**src/rtl/fpu_issue_sched_if.sv**
```systemverilog
// rtl/fpu_issue_sched_if.sv - request, datapath and response signals between core, scheduler and FPU datapath
interface fpu_issue_sched_if;
    logic        req_valid;
    logic        req_ready;
    logic [3:0]  req_op;
    logic [31:0] req_x1;
    logic [31:0] req_x2;
    logic [3:0]  unit_op;
    logic [31:0] unit_x1;
    logic [31:0] unit_x2;
    logic        unit_start;
    logic [31:0] unit_result;
    logic        resp_valid;
    logic        resp_ready;
    logic [31:0] resp_result;
    logic        resp_err;
    logic        busy;

    modport master (
        output req_valid, req_op, req_x1, req_x2, unit_result, resp_ready,
        input  req_ready, unit_op, unit_x1, unit_x2, unit_start,
               resp_valid, resp_result, resp_err, busy
    );

    modport slave (
        input  req_valid, req_op, req_x1, req_x2, unit_result, resp_ready,
        output req_ready, unit_op, unit_x1, unit_x2, unit_start,
               resp_valid, resp_result, resp_err, busy
    );
endinterface

```
**src/rtl/fpu_issue_sched.sv**
```systemverilog
// rtl/fpu_issue_sched.sv - variable-latency FPU issue scheduler; FPU_SCHED_B2B_EN enables DONE->RUN back-to-back issue
module fpu_issue_sched #(
    parameter int LAT_ADD  = 2,
    parameter int LAT_MUL  = 2,
    parameter int LAT_DIV  = 8,
    parameter int LAT_SQRT = 8,
    parameter int CNT_W    = 4
) (
    input  logic             clk,
    input  logic             rstn,
    fpu_issue_sched_if.slave bus
);
    typedef enum logic [1:0] {
        IDLE = 2'd0,
        RUN  = 2'd1,
        DONE = 2'd2
    } state_t;

    state_t           state;
    state_t           state_nxt;
    logic [CNT_W-1:0] cnt;
    logic             req_ready_c;
    logic             accept;
    logic             retire;
    logic             capture;
    logic             unit_illegal;

    // Counter preload is latency minus one so the result is sampled on edge E(L).
    function automatic logic [CNT_W-1:0] lat_m1(input logic [3:0] op);
        logic [CNT_W-1:0] r;
        case (op)
            4'd0, 4'd1: r = CNT_W'(LAT_ADD - 1);
            4'd2:       r = CNT_W'(LAT_MUL - 1);
            4'd3:       r = CNT_W'(LAT_DIV - 1);
            4'd4:       r = CNT_W'(LAT_SQRT - 1);
            default:    r = '0;
        endcase
        return r;
    endfunction

    always_ff @(posedge clk) begin
        if (!rstn) begin
            state <= IDLE;
        end else begin
            state <= state_nxt;
        end
    end

    always_comb begin
        state_nxt = state;
        case (state)
            IDLE: if (accept) state_nxt = RUN;
            RUN:  if (cnt == '0) state_nxt = DONE;
            DONE: if (retire) state_nxt = accept ? RUN : IDLE;
            default: state_nxt = IDLE;
        endcase
    end

    always_comb begin
        req_ready_c = 1'b0;
        case (state)
            IDLE: req_ready_c = 1'b1;
`ifdef FPU_SCHED_B2B_EN
            DONE: req_ready_c = bus.resp_ready;
`else
            DONE: req_ready_c = 1'b0;
`endif
            default: req_ready_c = 1'b0;
        endcase
    end

    // req_ready is gated by rstn so nothing is offered while reset is asserted.
    assign bus.req_ready = rstn & req_ready_c;
    assign accept        = bus.req_ready & bus.req_valid;
    assign retire        = (state == DONE) & bus.resp_ready;
    assign capture       = (state == RUN) & (cnt == '0);
    assign unit_illegal  = (bus.unit_op[3:1] == 3'b111);
    assign bus.busy      = (state != IDLE);

    always_ff @(posedge clk) begin
        if (!rstn) begin
            cnt             <= '0;
            bus.unit_op     <= '0;
            bus.unit_x1     <= '0;
            bus.unit_x2     <= '0;
            bus.unit_start  <= 1'b0;
            bus.resp_valid  <= 1'b0;
            bus.resp_result <= '0;
            bus.resp_err    <= 1'b0;
        end else begin
            bus.unit_start <= accept;
            if (accept) begin
                bus.unit_op <= bus.req_op;
                bus.unit_x1 <= bus.req_x1;
                bus.unit_x2 <= bus.req_x2;
                cnt         <= lat_m1(bus.req_op);
            end else if ((state == RUN) && (cnt != '0)) begin
                cnt <= cnt - 1'b1;
            end
            if (capture) begin
                bus.resp_valid  <= 1'b1;
                bus.resp_result <= unit_illegal ? 32'd0 : bus.unit_result;
                bus.resp_err    <= unit_illegal;
            end else if (retire) begin
                bus.resp_valid <= 1'b0;
            end
        end
    end
endmodule

```
**src/flat_wrapper.sv**
```systemverilog
// flat-port wrapper written by rule: the top's interface ports become plain ports
module fpu_issue_sched_flat 
#(
    parameter int LAT_ADD  = 2,
    parameter int LAT_MUL  = 2,
    parameter int LAT_DIV  = 8,
    parameter int LAT_SQRT = 8,
    parameter int CNT_W    = 4
)
  (clk, rstn, bus_req_valid, bus_req_op, bus_req_x1, bus_req_x2, bus_unit_result, bus_resp_ready, bus_req_ready, bus_unit_op, bus_unit_x1, bus_unit_x2, bus_unit_start, bus_resp_valid, bus_resp_result, bus_resp_err, bus_busy);
  fpu_issue_sched_if bus_i ();
  input  logic clk;
  input  logic rstn;
  input wire logic [$bits(bus_i.req_valid)-1:0] bus_req_valid;
  input wire logic [$bits(bus_i.req_op)-1:0] bus_req_op;
  input wire logic [$bits(bus_i.req_x1)-1:0] bus_req_x1;
  input wire logic [$bits(bus_i.req_x2)-1:0] bus_req_x2;
  input wire logic [$bits(bus_i.unit_result)-1:0] bus_unit_result;
  input wire logic [$bits(bus_i.resp_ready)-1:0] bus_resp_ready;
  output wire logic [$bits(bus_i.req_ready)-1:0] bus_req_ready;
  output wire logic [$bits(bus_i.unit_op)-1:0] bus_unit_op;
  output wire logic [$bits(bus_i.unit_x1)-1:0] bus_unit_x1;
  output wire logic [$bits(bus_i.unit_x2)-1:0] bus_unit_x2;
  output wire logic [$bits(bus_i.unit_start)-1:0] bus_unit_start;
  output wire logic [$bits(bus_i.resp_valid)-1:0] bus_resp_valid;
  output wire logic [$bits(bus_i.resp_result)-1:0] bus_resp_result;
  output wire logic [$bits(bus_i.resp_err)-1:0] bus_resp_err;
  output wire logic [$bits(bus_i.busy)-1:0] bus_busy;
  assign bus_i.req_valid = bus_req_valid;
  assign bus_i.req_op = bus_req_op;
  assign bus_i.req_x1 = bus_req_x1;
  assign bus_i.req_x2 = bus_req_x2;
  assign bus_i.unit_result = bus_unit_result;
  assign bus_i.resp_ready = bus_resp_ready;
  assign bus_req_ready = bus_i.req_ready;
  assign bus_unit_op = bus_i.unit_op;
  assign bus_unit_x1 = bus_i.unit_x1;
  assign bus_unit_x2 = bus_i.unit_x2;
  assign bus_unit_start = bus_i.unit_start;
  assign bus_resp_valid = bus_i.resp_valid;
  assign bus_resp_result = bus_i.resp_result;
  assign bus_resp_err = bus_i.resp_err;
  assign bus_busy = bus_i.busy;
  fpu_issue_sched #(.LAT_ADD(LAT_ADD), .LAT_MUL(LAT_MUL), .LAT_DIV(LAT_DIV), .LAT_SQRT(LAT_SQRT), .CNT_W(CNT_W)) u_core (.clk(clk), .rstn(rstn), .bus(bus_i));
endmodule
```
**config.mk**
```make
export PLATFORM = sky130hd
export DESIGN_NAME = fpu_issue_sched_flat
export DESIGN_NICKNAME = d
export VERILOG_FILES = /design/src/rtl/fpu_issue_sched_if.sv /design/src/rtl/fpu_issue_sched.sv /design/src/flat_wrapper.sv
export SDC_FILE = /design/constraint.sdc
export NUM_CORES = 1
export LEC_CHECK = 0
export CELL_PAD_IN_SITES_DETAIL_PLACEMENT = 1
export CELL_PAD_IN_SITES_GLOBAL_PLACEMENT = 2
export CORE_UTILIZATION = 21
export DETAILED_ROUTE_END_ITERATION = 12
export GPL_ROUTABILITY_DRIVEN = 1
export PLACE_DENSITY = 0.81
export SYNTH_ARGS = -nofsm -noshare
export SYNTH_HDL_FRONTEND = slang
export SYNTH_SLANG_ARGS = --single-unit
```
**constraint.sdc**
```tcl
create_clock -name clk -period 1.9 [get_ports clk]
set_input_delay 0.57 -clock clk [delete_from_list [all_inputs] [get_ports clk]]
set_output_delay 0.57 -clock clk [all_outputs]
set_load 0.005 [all_outputs]
```
==> metrics.md, run 1 <==
| Metric | Value |
|---|---|
| Simple-Gate Fraction of Synth Area | 0.2989 |
| Area Growth Syn to Fin | 68.31% |
| CP max-delay cell | clkdlybuf4s50_1 |
| Period utilization | 0.9660 |
| Worst Skew | approximately 0.0094 ns |
| Status | complete, no violations |
| Io pins | roughly 210 |
| WP data required | 1.33 ns |
| Pwr dens | approximately 820 nW/um^2 |
| CTS root buffer | clkbuf_16 |
| Post-Syn Instances | ~500 |
| Post-synthesis mux area share | 0 |
| Initial Util | 0.2148 |
| Post-Place Setup Slack | -0.1475 ns |
| CTS tree | built |
| Core region area | 18770 sq um |
| Top Family by Delay on Critical Path | buffers and inverters |
| Mean Syn Cell Area | 8.095 sq um |
| Crit path buf inv count | 1 |
| Crit path cell chain | clkdlybuf4s50_1 |
| Hold Vio Cnt, Final | 0 |
| Gr usage total | 0.1490 |
| Clk sinks | around 110 |
| Top-area cell type share of the netlist area | 0.5413 |
| Row count | 50 |
| Clock Tree Buf Depth | 2 |
| Min Tclk post-route | approximately 1.8 ns |
| Die height | 140.6 um |
| Most frequent cell after synthesis | nand2_1 |
| Leak | approximately 2.7 nW |
| Combinational family with the most area after synthesis | simple AND/OR/NAND/NOR gates |
| Post-route ant nets | 0 |
| Asr flop ratio synth | 0 |
| Detailed Routing Iterations Pass 1 | 4 |
| CP Max Fanout | 2 |
| Pin count of the biggest net entering global routing | just over 70 |
| Layout cells sized above 1 | 0.07286 |
| Max cap viols | 0 |
| Synthesized flop and latch total | between 100 and 150 |
| DRC | 0 |
| Routability cong. | approximately 0.72 |
| Diode count | 0 |
| Syn_nets | about 600 |
| Slew HR | 0.6516 |
| Drt via density | 4.542 |
| Fill count | 2188 |
| Largest cells by area after synthesis | dfxtp_1, nand2_1, nand3_1, nand4_1, a21oi_1 |
| Non-filler instance count after layout | 934 |
| Worst-path clk slew | ~0.08 ns |
| Clock Latency Late Sink | between 0.3 and 0.4 ns |
| Final Power | around 0.0056 W |
| Yosys cell types | 36 |
| # setup viols final | 0 |
| Max-slew violations | 0 |
| Hold buffers post-CTS | 0 |
| DR WL/cell | 15.92 um |
| CP max stage delay | roughly 0.57 ns |
| Synth Area in Adders | 0.003104 |
| Post-synth EDFFs | 0 |
| RSZ-0062 raised after global routing | false |
| CTS Buf Count | 9 |
| Register area share after synthesis | 0.5413 |
| CP endpoint kind | output pin |
| Placed Cells | just over 900 |
| Depth of the CTS H-tree | 3 |
| Worst EP arrival | around 1.3 ns |
| Cell Area, Synth | a little over 4000 sq um |
| Final setup margin | around 0.065 ns |
| VDD IR-drop max | around 0.38 mV |
| Final nets | 800 |
| # port buffers | roughly 210 |
| Worst Setup Path Type | reg2out |
| Initial antenna violation count | 0 |
| Post-synth top cells | nand2_1, dfxtp_1, nand3_1 |
| Wirelength, routed | approximately 15000 um |
| Die area | about 20000 sq um |
| Die X | about 140 um |
| Vias | ~4200 |
| Area leader, netlist | dfxtp_1 |
| DP HPWL | between 10000 and 15000 um |
| CP Launch Type | register |
| Fmax | around 540 MHz |
| Slew @ Worst Pin | ~0.52 ns |
| Hold Crit Class | reg2reg |
| Grt total ovfl | 0 |
| Setup TNS | 0 ns |
| First-pass GRT wire length | between 20000 and 25000 um |
| Drt first-iter violations | approximately 130 |
| Vias in the first global route | 4512 |
| Complex-gate fraction of the synthesized area | 0.1046 |
| Top FF cell, synth | dfxtp_1 |
| Synth Area in XOR/XNOR | 0 |
| Synth warn | 0 |
[power by group]
part	internal, W	switching (W)	total (W)
combinational	0.000664	0.000509	0.00117
clock	0.000978	0.000892	0.00187
sequential	0.00245	0.0000949	0.00255
total	0.00410	0.00150	0.00559
[timing repair]
item,4_1_cts,5_1_grt
pin swaps,0,0
buffers inserted,3,2
resized for setup,6,6
setup endpoints to repair,7,6
[cell usage in the layout, fill, tap and decap left out, types with 3 or more instances in the layout]
cell type,count
a21oi_1,35
buf_12,5
buf_4,19
clkbuf_16,9
clkdlybuf4s50_1,203
dfxtp_1,108
inv_1,3
nand2_1,137
nand3_1,69
nand4_1,32
o21ai_0,31
o21ai_1,5
[cells by family (layout without fill, tap and decap cells)]
| group | after synthesis | after routing |
|---|---|---|
| compound gates | 79 | 79 |
| fa+ha+maj | 1 | 1 |
| buf+inv | 50 | 252 |
| simple gates | 259 | 259 |
| flops | 109 | 109 |
[registers in the layout (all words and copies together), names as in the netlist]
name                    count
u_core.bus.unit_x2         32
u_core.cnt                  4
u_core.state                2
u_core.bus.unit_x1         32
u_core.bus.resp_err         1
u_core.bus.unit_start       1
u_core.bus.unit_op          4
u_core.bus.resp_result     32
u_core.bus.resp_valid       1
[through the flow]
stage | hold WS [ns] | cell area, sq um | util
2_1_floorplan | 0.4503 | 4031 | -
3_3_place_gp | 0.4425 | 6424 | 0.3423
4_1_cts | 0.4579 | 6751 | 0.3597
6_report | 0.4558 | 6785 | 0.3615
5_1_grt | 0.4785 | 6785 | 0.3615
3_5_place_dp | 0.4474 | 6424 | 0.3423
[cell type report]
type,instances,area [sq um],share of cell area
timing repair buffer,232,2321,0.3421
sequential,109,2183,0.3218
multi-input combinational,339,1682,0.2478
tap,234,292.8,0.04315
clock buffer,11,252.7,0.03725
clock inverter,5,38.79,0.005716
inverter,4,15.01,0.002213
[routing by layer]
layer  part of all wire  GRT usage
met5                  0          0
met4              0.011    0.04062
met3               0.11    0.07316
met2               0.47     0.2534
met1               0.41     0.1644
[final timing paths]
| kind | to | slack (ns) | from | cells past startpoint |
|---|---|---|---|---|
| setup / recovery | bus_unit_x1[12] | 0.06 | u_core.bus.unit_x1[12] | 1 |
| hold / removal | u_core.bus.unit_x2[0] | 0.46 | u_core.bus.unit_x2[0] | 2 |
| setup reg to reg | u_core.cnt[3] | 0.11 | u_core.cnt[0] | 6 |
| hold reg to reg | u_core.bus.unit_x2[0] | 0.46 | u_core.bus.unit_x2[0] | 2 |
No activity file was read; power rests on OpenSTA's default activity.
==> run 2: changes to the inputs <==
CORE_ASPECT_RATIO = 0.9   (was default)
CTS_CLUSTER_DIAMETER = 150   (was default)
==> metrics.md, run 2 (synthesized netlist as in run 1, its figures left out) <==
| Metric | Value |
|---|---|
| Status | complete, no violations (unchanged) |
| Grt total ovfl | 0 (unchanged) |
| Sw frac | 0.2737 (was 0.2675) |
| Layout cells sized above 1 | 0.06571 (was 0.07286) |
| Worst R2R End | u_core.cnt[3] (unchanged) |
| Post-route ant nets | 0 (unchanged) |
| Clk pwr share | 0.333 (was 0.334) |
| Die height | 133.4 um (was 140.6 um) |
| Row count | 47 (was 50) |
| CP Launch Type | register (unchanged) |
| Detailed Routing Iterations Pass 1 | 6 (was 4) |
| WL met1 | 6223 um (was 6143 um) |
| CP endpoint kind | output pin (unchanged) |
| Routability cong. | 0.7124 (was 0.7216) |
| RR Startpoint | u_core.cnt[0] (unchanged) |
| Diode count | 0 (unchanged) |
| DRC | 0 (unchanged) |
| Commonest non-fill, non-tap cell in the layout | clkdlybuf4s50_1 (unchanged) |
| Initial antenna violation count | 0 (unchanged) |
| WP data required | 1.33 ns (about the same) |
| VDD IR-drop max | 0.4347 mV (was 0.3824 mV) |
| WP depth | 1 (unchanged) |
| Period utilization | 0.9604 (was 0.9660) |
| Hold Vio Cnt, Final | 0 (unchanged) |
| Die X | 148.0 um (was 140.6 um) |
| Comb pwr share | 0.206 (was 0.210) |
| Worst setup endpoint | bus_unit_op[1] (was bus_unit_x1[12]) |
| CTS tree | built (unchanged) |
| Setup TNS | 0 ns (unchanged) |
| Drt via density | 4.603 (was 4.542) |
| Dpl cell area | 6460 sq um (was 6424 sq um) |
| Max cap viols | 0 (unchanged) |
| Crit path cell chain | clkdlybuf4s50_1 (unchanged) |
| Top Family by Delay on Critical Path | buffers and inverters (unchanged) |
| CP Max Fanout | 3 (was 2) |
| Vias in the first global route | 4637 (was 4512) |
| Io pins | 209 (unchanged) |
| Fmax | 548.0 MHz (was 544.8 MHz) |
| Hold Crit Class | reg2reg (unchanged) |
| Met2 WL | 7108 um (was 6999 um) |
| Max-slew violations | 0 (unchanged) |
| Worst-path clk slew | 0.07 ns (was 0.08 ns) |
| P_sw | 0.001512 W (was 0.001496 W) |
| # port buffers | 208 (unchanged) |
| Top flop regs | u_core.bus.resp_result (32), u_core.bus.unit_x1 (32), u_core.bus.unit_x2 (32) (unchanged) |
| CP max-delay cell | clkdlybuf4s50_1 (unchanged) |
| DP HPWL | 10390 um (was 10580 um) |
| Leak | 2.676 nW (was 2.715 nW) |
| Worst EP arrival | 1.25 ns (was 1.27 ns) |
| CTS Buf Count | 9 (unchanged) |
| DR WL/cell | 15.66 um (was 15.92 um) |
| Register-to-Register Path Depth | 5 (was 6) |
| Internal power | 0.004014 W (was 0.004095 W) |
| CTS root buffer | clkbuf_16 (unchanged) |
| Pin count of the biggest net entering global routing | 39 (was 72) |
| Slew HR | 0.6822 (was 0.6516) |
| Final nets | 800 (unchanged) |
| Initial Util | 0.2169 (was 0.2148) |
| Area Growth Syn to Fin | 67.63% (was 68.31%) |
| Crit path buf inv count | 1 (unchanged) |
| Die area | 19760 sq um (about the same) |
| Drt first-iter violations | 156 (was 129) |
| RSZ-0062 raised after global routing | false (unchanged) |
| Clock Latency Late Sink | 0.35 ns (about the same) |
| Depth of the CTS H-tree | 3 (unchanged) |
| Clk sinks | 109 (unchanged) |
| CP max stage delay | 0.54 ns (was 0.57 ns) |
| Sequential power share | 0.461 (was 0.456) |
| First-pass GRT wire length | 23830 um (was 23170 um) |
| Clock Tree Buf Depth | 2 (unchanged) |
| Max Used Layer | met4 (unchanged) |
| Wirelength, routed | 14800 um (was 14870 um) |
| Vias | 4350 (was 4242) |
| Wire length on met3 | 1277 um (was 1566 um) |
| Worst Setup Path Type | reg2out (unchanged) |
| Commonest cells after routing, fill and taps aside | clkdlybuf4s50_1, nand2_1, dfxtp_1, nand3_1, a21oi_1 (unchanged) |
| # setup viols final | 0 (unchanged) |
| CP startpoint | u_core.bus.unit_op[1] (was u_core.bus.unit_x1[12]) |
| Core region area | 18580 sq um (was 18770 sq um) |
| Gr usage total | 0.1522 (was 0.1490) |
| Worst Skew | 0.009045 ns (was 0.009421 ns) |
| Min Tclk post-route | 1.825 ns (was 1.835 ns) |
| R2r setup slk | 0.11 ns (about the same) |
| Pwr dens | 817.7 nW/um^2 (was 824.0 nW/um^2) |
| Hold buffers post-CTS | 0 (unchanged) |
| Slew @ Worst Pin | 0.4767 ns (was 0.5227 ns) |
| Finished layout cell area | 6758 sq um (was 6785 sq um) |
run 2: cell types whose count changed in the layout (fill, tap and decap cells not counted), sizes merged:
cell	change
clkdlybuf4s50	+2
clkinvlp	+2
buf	-1
clkdlybuf4s15	-1
clkinv	-1
dlygate4sd2	-1
dlymetal6s2s	-1
nor3b	+1
run 2: final cells by class:
class,count,area (sq um)
fillers,2196,11830
repair buffers,231,2293
flip-flops and latches,109,2182
multi-input cells,340,1677
well taps,245,306.5
clock buffers,10,229.0
clock inverters,6,55.05
inverters,4,15.01
run 2: power by group through the flow:
stage / clock network [W] / registers, W / logic (W)
after floorplan: 0 / 0.00260 / 0.000378
after global placement: 0 / 0.00259 / 0.00111
after detailed placement: 0 / 0.00260 / 0.00114
after CTS: 0.00194 / 0.00255 / 0.00114
after global routing: 0.00203 / 0.00257 / 0.00124
final: 0.00184 / 0.00255 / 0.00114
run 2: how the worst min path moves through the flow:
stage                     cells past startpoint                endpoint              startpoint
after CTS                                     2   u_core.bus.unit_x1[4]   u_core.bus.unit_x1[4]
final                                         2   u_core.bus.unit_x1[4]   u_core.bus.unit_x1[4]
after detailed placement                      2   u_core.bus.unit_x1[7]   u_core.bus.unit_x1[7]
after floorplan                               2   u_core.bus.unit_op[0]   u_core.bus.unit_op[0]
after global placement                        2  u_core.bus.unit_x2[27]  u_core.bus.unit_x2[27]
after global routing                          2   u_core.bus.unit_x2[0]   u_core.bus.unit_x2[0]
run 2: timing repair:
action	CTS	global route
resized for setup	3	1
endpoints found under the setup margin	2	32
setup buffers	0	1
gates cloned	0	1
run 2: layer usage:
layer | global-route usage | up-vias
met5 | 0 | -
met4 | 0.04582 | 0
met3 | 0.05959 | 12
met2 | 0.2559 | 150
met1 | 0.1775 | 2092
li1 | - | 2096
run 2: per-stage QoR:
step                      std cells  hold WS, ns  total power (W)  setup slack (ns)  utilization
after global routing            945       0.4774         0.005842          0.001719       0.3637
after global placement          927       0.4412         0.003704           0.01616       0.3476
after floorplan                 498       0.4503         0.002980            0.1816            -
after CTS                       943       0.4595         0.005637          0.006107       0.3628
after detailed placement        927       0.4484         0.003742          -0.01049       0.3476
final                           945       0.4551         0.005526           0.07529       0.3637
